<file path="src/rtl/mem_pkg.sv">
// Shared definitions for the data-memory access unit: FSM state encoding,
// RISC-V load/store funct3 codes, the "no write" byte-enable pattern and a
// helper that flags accesses not naturally aligned to their size.
package mem_pkg;

  typedef enum logic [1:0] {
    ST_IDLE = 2'd0,
    ST_REQ  = 2'd1,
    ST_WAIT = 2'd2,
    ST_DONE = 2'd3
  } dmem_state_t;

  localparam logic [2:0] F3_LB  = 3'b000;
  localparam logic [2:0] F3_LH  = 3'b001;
  localparam logic [2:0] F3_LW  = 3'b010;
  localparam logic [2:0] F3_LBU = 3'b100;
  localparam logic [2:0] F3_LHU = 3'b101;
  localparam logic [2:0] F3_SB  = 3'b000;
  localparam logic [2:0] F3_SH  = 3'b001;
  localparam logic [2:0] F3_SW  = 3'b010;

  localparam logic [3:0] WEB_NONE = 4'hF;

  // The low two funct3 bits encode the access size for loads and stores alike.
  function automatic logic is_misaligned(input logic [2:0] funct3,
                                         input logic [1:0] addr_lo);
    logic mis;
    mis = 1'b0;
    if (funct3[1:0] == F3_SH[1:0]) mis = addr_lo[0];
    else if (funct3[1:0] == F3_SW[1:0]) mis = (addr_lo != 2'b00);
    return mis;
  endfunction

endpackage

</file>
<file path="src/rtl/dmem_access_unit_if.sv">
// Data-memory bus between the access unit (master) and the memory (slave).
// dm_req is held with stable address/data until dm_gnt; dm_rvalid marks
// completion and, for loads, valid dm_rdata.
interface dmem_access_unit_if;
  logic        dm_req;
  logic [31:0] dm_addr;
  logic [3:0]  dm_web;
  logic [31:0] dm_wdata;
  logic        dm_gnt;
  logic        dm_rvalid;
  logic [31:0] dm_rdata;

  modport master (
    output dm_req, dm_addr, dm_web, dm_wdata,
    input  dm_gnt, dm_rvalid, dm_rdata
  );

  modport slave (
    input  dm_req, dm_addr, dm_web, dm_wdata,
    output dm_gnt, dm_rvalid, dm_rdata
  );
endinterface

</file>
<file path="src/rtl/load_extend.sv">
// Selects the addressed byte/half of a returned memory word and sign- or
// zero-extends it according to the load funct3.
module load_extend
  import mem_pkg::*;
(
  input  logic [31:0] rdata_i,
  input  logic [2:0]  funct3_i,
  input  logic [1:0]  addr_lo_i,
  output logic [31:0] data_o
);

  logic [7:0]  byte_sel;
  logic [15:0] half_sel;

  // Lane select followed by extension; unknown funct3 codes pass the word through.
  always_comb begin
    byte_sel = rdata_i[7:0];
    case (addr_lo_i)
      2'd0:    byte_sel = rdata_i[7:0];
      2'd1:    byte_sel = rdata_i[15:8];
      2'd2:    byte_sel = rdata_i[23:16];
      default: byte_sel = rdata_i[31:24];
    endcase
    half_sel = addr_lo_i[1] ? rdata_i[31:16] : rdata_i[15:0];

    data_o = rdata_i;
    case (funct3_i)
      F3_LB:   data_o = {{24{byte_sel[7]}}, byte_sel};
      F3_LH:   data_o = {{16{half_sel[15]}}, half_sel};
      F3_LW:   data_o = rdata_i;
      F3_LBU:  data_o = {24'd0, byte_sel};
      F3_LHU:  data_o = {16'd0, half_sel};
      default: data_o = rdata_i;
    endcase
  end

endmodule

</file>
<file path="src/rtl/dmem_access_unit.sv">
// Data-memory access unit: turns a load/store from the EX/MEM register into
// a request/grant/response bus transaction, stalling the pipeline until it
// completes and returning the extended load result.
// Optional feature: define DMEM_MISALIGN_TRAP_EN to trap misaligned half/word
// accesses instead of issuing them word-truncated.
module dmem_access_unit
  import mem_pkg::*;
(
  input  logic                      clk,
  input  logic                      reset,
  input  logic [31:0]               mem_addr,
  input  logic [31:0]               mem_wdata,
  input  logic [3:0]                mem_web,
  input  logic                      mem_write,
  input  logic                      mem_read,
  input  logic [2:0]                mem_funct3,
  dmem_access_unit_if.master        dm,
  output logic                      dm_stall,
  output logic [31:0]               load_data,
  output logic                      load_valid,
  output logic                      misalign_exc
);

  dmem_state_t state_q, state_d;
  logic [31:0] addr_q, wdata_q, load_data_q, ext_data;
  logic [3:0]  web_q;
  logic [2:0]  funct3_q;
  logic        store_q;
  logic        start, capture, trap;

`ifdef DMEM_MISALIGN_TRAP_EN
  logic misalign_q;
  assign trap         = is_misaligned(mem_funct3, mem_addr[1:0]);
  assign misalign_exc = (state_q == ST_DONE) && misalign_q;
  assign load_valid   = (state_q == ST_DONE) && !store_q && !misalign_q;
`else
  assign trap         = 1'b0;
  assign misalign_exc = 1'b0;
  assign load_valid   = (state_q == ST_DONE) && !store_q;
`endif

  load_extend u_load_extend (
    .rdata_i   (dm.dm_rdata),
    .funct3_i  (funct3_q),
    .addr_lo_i (addr_q[1:0]),
    .data_o    (ext_data)
  );

  // Next-state and stall decode; bus handshakes only matter in REQ and WAIT.
  always_comb begin
    state_d  = state_q;
    dm_stall = 1'b0;
    start    = 1'b0;
    capture  = 1'b0;
    case (state_q)
      ST_IDLE: begin
        if (mem_read || mem_write) begin
          dm_stall = 1'b1;
          start    = 1'b1;
          state_d  = trap ? ST_DONE : ST_REQ;
        end
      end
      ST_REQ: begin
        dm_stall = 1'b1;
        if (dm.dm_gnt) begin
          if (dm.dm_rvalid) begin
            capture = 1'b1;
            state_d = ST_DONE;
          end else begin
            state_d = ST_WAIT;
          end
        end
      end
      ST_WAIT: begin
        dm_stall = 1'b1;
        if (dm.dm_rvalid) begin
          capture = 1'b1;
          state_d = ST_DONE;
        end
      end
      default: state_d = ST_IDLE;
    endcase
  end

  // State register; reset abandons any in-flight access.
  always_ff @(posedge clk or negedge reset) begin
    if (!reset) state_q <= ST_IDLE;
    else        state_q <= state_d;
  end

  // Latch the access at acceptance (read+write together counts as a store).
  always_ff @(posedge clk or negedge reset) begin
    if (!reset) begin
      addr_q     <= '0;
      wdata_q    <= '0;
      web_q      <= WEB_NONE;
      funct3_q   <= '0;
      store_q    <= 1'b0;
`ifdef DMEM_MISALIGN_TRAP_EN
      misalign_q <= 1'b0;
`endif
    end else if (start) begin
      addr_q     <= mem_addr;
      wdata_q    <= mem_wdata;
      web_q      <= mem_web;
      funct3_q   <= mem_funct3;
      store_q    <= mem_write;
`ifdef DMEM_MISALIGN_TRAP_EN
      misalign_q <= trap;
`endif
    end
  end

  // Load result register: updated only when a load's response is captured.
  always_ff @(posedge clk or negedge reset) begin
    if (!reset)                 load_data_q <= '0;
    else if (capture && !store_q) load_data_q <= ext_data;
  end

  assign load_data   = load_data_q;
  assign dm.dm_req   = (state_q == ST_REQ);
  assign dm.dm_addr  = {addr_q[31:2], 2'b00};
  assign dm.dm_web   = web_q;
  assign dm.dm_wdata = wdata_q;

endmodule

</file>
<file path="src/flat_wrapper.sv">
// flat-port wrapper written by rule: the top's interface ports become plain ports
module dmem_access_unit_flat import mem_pkg::*;
  (clk, reset, mem_addr, mem_wdata, mem_web, mem_write, mem_read, mem_funct3, dm_stall, load_data, load_valid, misalign_exc, dm_dm_req, dm_dm_addr, dm_dm_web, dm_dm_wdata, dm_dm_gnt, dm_dm_rvalid, dm_dm_rdata);
  dmem_access_unit_if dm_i ();
  input  logic clk;
  input  logic reset;
  input  logic [31:0] mem_addr;
  input  logic [31:0] mem_wdata;
  input  logic [3:0] mem_web;
  input  logic mem_write;
  input  logic mem_read;
  input  logic [2:0] mem_funct3;
  output logic dm_stall;
  output logic [31:0] load_data;
  output logic load_valid;
  output logic misalign_exc;
  output wire logic [$bits(dm_i.dm_req)-1:0] dm_dm_req;
  output wire logic [$bits(dm_i.dm_addr)-1:0] dm_dm_addr;
  output wire logic [$bits(dm_i.dm_web)-1:0] dm_dm_web;
  output wire logic [$bits(dm_i.dm_wdata)-1:0] dm_dm_wdata;
  input wire logic [$bits(dm_i.dm_gnt)-1:0] dm_dm_gnt;
  input wire logic [$bits(dm_i.dm_rvalid)-1:0] dm_dm_rvalid;
  input wire logic [$bits(dm_i.dm_rdata)-1:0] dm_dm_rdata;
  assign dm_dm_req = dm_i.dm_req;
  assign dm_dm_addr = dm_i.dm_addr;
  assign dm_dm_web = dm_i.dm_web;
  assign dm_dm_wdata = dm_i.dm_wdata;
  assign dm_i.dm_gnt = dm_dm_gnt;
  assign dm_i.dm_rvalid = dm_dm_rvalid;
  assign dm_i.dm_rdata = dm_dm_rdata;
  dmem_access_unit u_core (.clk(clk), .reset(reset), .mem_addr(mem_addr), .mem_wdata(mem_wdata), .mem_web(mem_web), .mem_write(mem_write), .mem_read(mem_read), .mem_funct3(mem_funct3), .dm(dm_i), .dm_stall(dm_stall), .load_data(load_data), .load_valid(load_valid), .misalign_exc(misalign_exc));
endmodule
</file>
<file path="config.mk">
export PLATFORM = sky130hd
export DESIGN_NAME = dmem_access_unit_flat
export DESIGN_NICKNAME = d
export VERILOG_FILES = /design/src/rtl/mem_pkg.sv /design/src/rtl/dmem_access_unit_if.sv /design/src/rtl/load_extend.sv /design/src/rtl/dmem_access_unit.sv /design/src/flat_wrapper.sv
export SDC_FILE = /design/constraint.sdc
export NUM_CORES = 1
export LEC_CHECK = 0
export CORE_ASPECT_RATIO = 1.75
export CORE_MARGIN = 2
export CORE_UTILIZATION = 27
export DETAILED_ROUTE_END_ITERATION = 10
export PLACE_DENSITY_LB_ADDON = 0.15
export REMOVE_ABC_BUFFERS = 1
export SLEW_MARGIN = 20
export SYNTH_ARGS = -nofsm -noshare
export SYNTH_HDL_FRONTEND = slang
export SYNTH_SLANG_ARGS = --single-unit
</file>
<file path="constraint.sdc">
create_clock -name clk -period 1.95 [get_ports clk]
set_input_delay 0.195 -clock clk [delete_from_list [all_inputs] [get_ports clk]]
set_output_delay 0.195 -clock clk [all_outputs]
set_load 0.02 [all_outputs]
</file>
==> metrics <==
worst path cell trace inv_1 -> ha_2 -> nand2_1 -> or3_4 -> buf_12 -> a21oi_4 -> buf_12 -> a21oi_1; max_cap viols 0; EDFF count, synth 0; 1st-pass router iterations 4; CP most frequent cell buf_12; Top Family by Delay on Critical Path buffers and inverters; Final ANT Viol Nets 0; fmax 516.3 MHz; Pleak 3.214 nW; run status completed; starting density of the core 0.2771; Placeable Area 0.01754 sq mm; CP Class reg -> reg; CTS Sinks 106; routed length per placed instance 16.86 um; Nets 714; cells on worst reg2reg path 8; post-route core utilization 0.4287; Arrival @ worst endpoint 2160 ps; n_diodes 0; FILL cells 1,679; commonest non-fill, non-tap cell in the layout clkdlybuf4s50_1; synthesized flop and latch total 106; asr flop ratio synth 1.000; via count 3,757; worst skew pair latency 340 ps; slowest stage delay, CP 390 ps; IO buf count 209; RSZ-0062 raised after global routing true; clk root buf clkbuf_16; DRT iter0 DRCs 86; top post-synthesis cells by area dfrtp_1, mux2_2, buf_4; yosys warns 0; CP Data Required Time 2180 ps; Synth Flop Type dfrtp_1; clk slew on worst S/H paths 70 ps; Avg Cell Area, Syn 12.00 sq um; r2r setup slk 10 ps; htree depth 3; WL final 14.10 mm; total clock buffers created by CTS 9; final setup vio count 0; final critical delay including setup and external delays 1937 ps; clock skew 4.928 ps; worst-path maximum fanout 26; synth unique cells 29; Setup crit start kind register; final hold viol count 0; Netlist Area Pre-Place 0.004860 sq mm; setup TNS 0 ps; synth-to-layout area growth 54.69%; initial antenna violation count 0; commonest non-fill, non-tap cells in the layout clkdlybuf4s50_1, dfrtp_1, mux2_2, nand2_1, buf_4; global placement routability congestion 0.8333; final slew viol count 0; Clock Tree Buf Depth 2; CTS tree built; largest net degree at the start of global routing 73; part of the cycle the worst path needs 0.9933; vias per cell 4.494; Yosys top cell by area dfrtp_1; first-pass GRT wire length 22.34 mm; buffer and inverter count on the worst path 3; GRT Util Overall 0.1507; Reg-to-Reg End u_core.load_data[26]$_DFFE_PN0P_; Final HPWL DP 10.67 mm; maximum vdd drop 821.2 uV; P per Cell Area 1731 mW/mm^2; die width 105.4 um; Hold Path Class in -> async; sequential area share after synthesis 0.5469; Max-slew headroom 0.6418; ratio of cells with drive above 1 in the final layout 0.2248; number of I/O pins 213; Worst Setup SP u_core.state_q[0]$_DFFE_PN0P_; std cell rows 64; grt ovf 0; Mapped Cells 405; slowest CP cell dfrtp_1; # DRC 0; Die Y 181.5 um; crit end category register; share of the synthesized area in the top cell type 0.5252; Worst-Margin Slew 537.3 ps; die area 0.01913 sq mm; FF-to-FF Start u_core.state_q[0]$_DFFE_PN0P_; vias in the first global route 4,055
[cell families after synthesis]
kind of cell               after synthesis  share of synthesized area
and+or+nand+nor                         77                    0.06952
DFF                                    106                     0.5469
AOI/OAI and AO/OA                       57                    0.07492
muxes                                   91                     0.2134
other                                    1                  0.0007717
adders and majority gates                5                    0.01287
buffers and inverters                   68                    0.08162
[synth_stat cells (2+ instances only)]
master	number
buf_4	33
o21ai_0	17
clkbuf_1	11
mux2_2	81
nor2_1	19
dfrtp_1	102
nor2b_1	8
a21o_1	8
inv_1	14
buf_2	8
nand2b_1	8
mux4_2	2
nor3_1	2
dfstp_2	4
mux2i_1	8
nand2_1	38
a21oi_1	19
a221oi_1	8
ha_1	5
[cell type report]
cell class | instances | area [sq um] | area share
tap | 231 | 289.0 | 0.03845
clock inverter | 6 | 73.82 | 0.009820
multi-input combinational | 233 | 1837 | 0.2443
clock buffer | 10 | 239.0 | 0.03179
timing repair buffer | 236 | 2369 | 0.3151
inverter | 14 | 52.55 | 0.006991
sequential | 106 | 2658 | 0.3535
[metrics by stage]
stage                     area [sq um]  power, mW  hold slack, ps  setup WS, ps  cells
after floorplan                   4523      7.704          -100.6         -2407    353
after global placement            7158      11.07           105.6         28.81    815
after detailed placement          7158      11.19           111.3         3.254    815
after CTS                         7493      13.20           266.4         9.309    834
after global routing              7517      13.87           300.0        -58.00    836
final                             7517      13.01           278.9         13.16    836
[state kept, by name, summed over array words and instances (netlist names)]
name,cells
u_core.addr_q,32
u_core.dm.dm_wdata,32
u_core.dm.dm_web,4
u_core.funct3_q,3
u_core.load_data,32
u_core.state_q,2
u_core.store_q,1
[power breakdown]
| part | internal, mW | switching (mW) |
|---|---|---|
| logic | 3.69 | 3.37 |
| clock network | 1.05 | 0.851 |
| registers | 3.35 | 0.696 |
| total | 8.09 | 4.92 |
[how the worst max path moves through the flow]
stage / to / cells past startpoint
after floorplan: dm_stall / 2
after global placement: u_core.load_data[30]$_DFFE_PN0P_ / 6
after detailed placement: u_core.load_data[21]$_DFFE_PN0P_ / 6
after CTS: dm_stall / 5
after global routing: u_core.load_data[19]$_DFFE_PN0P_ / 8
final: u_core.load_data[26]$_DFFE_PN0P_ / 8
[worst register-to-register path, delay by kind of cell, from the launching register on]
family / cells / cell delay (ps)
flip-flops: 1 / 390
AND/OR/NAND/NOR: 2 / 430
buffers and inverters: 3 / 420
AO/OA/AOI/OAI: 2 / 240
adder cells (fa/ha/maj): 1 / 340
[per-layer routing]
| layer | GRT usage | routed length, um |
|---|---|---|
| met1 | 0.1632 | 5163 |
| met2 | 0.2612 | 7360 |
| met3 | 0.06604 | 1373 |
| met4 | 0.04907 | 199 |
| met5 | 0 | 0 |
[repair_timing]
item                                    4_1_cts  5_1_grt
resized for setup                             2        3
endpoints found under the setup margin        7       26
hold endpoints to repair                     20        0
setup buffers                                 2        2
hold buffers                                  1        0
No activity file was read; power rests on OpenSTA's default activity.
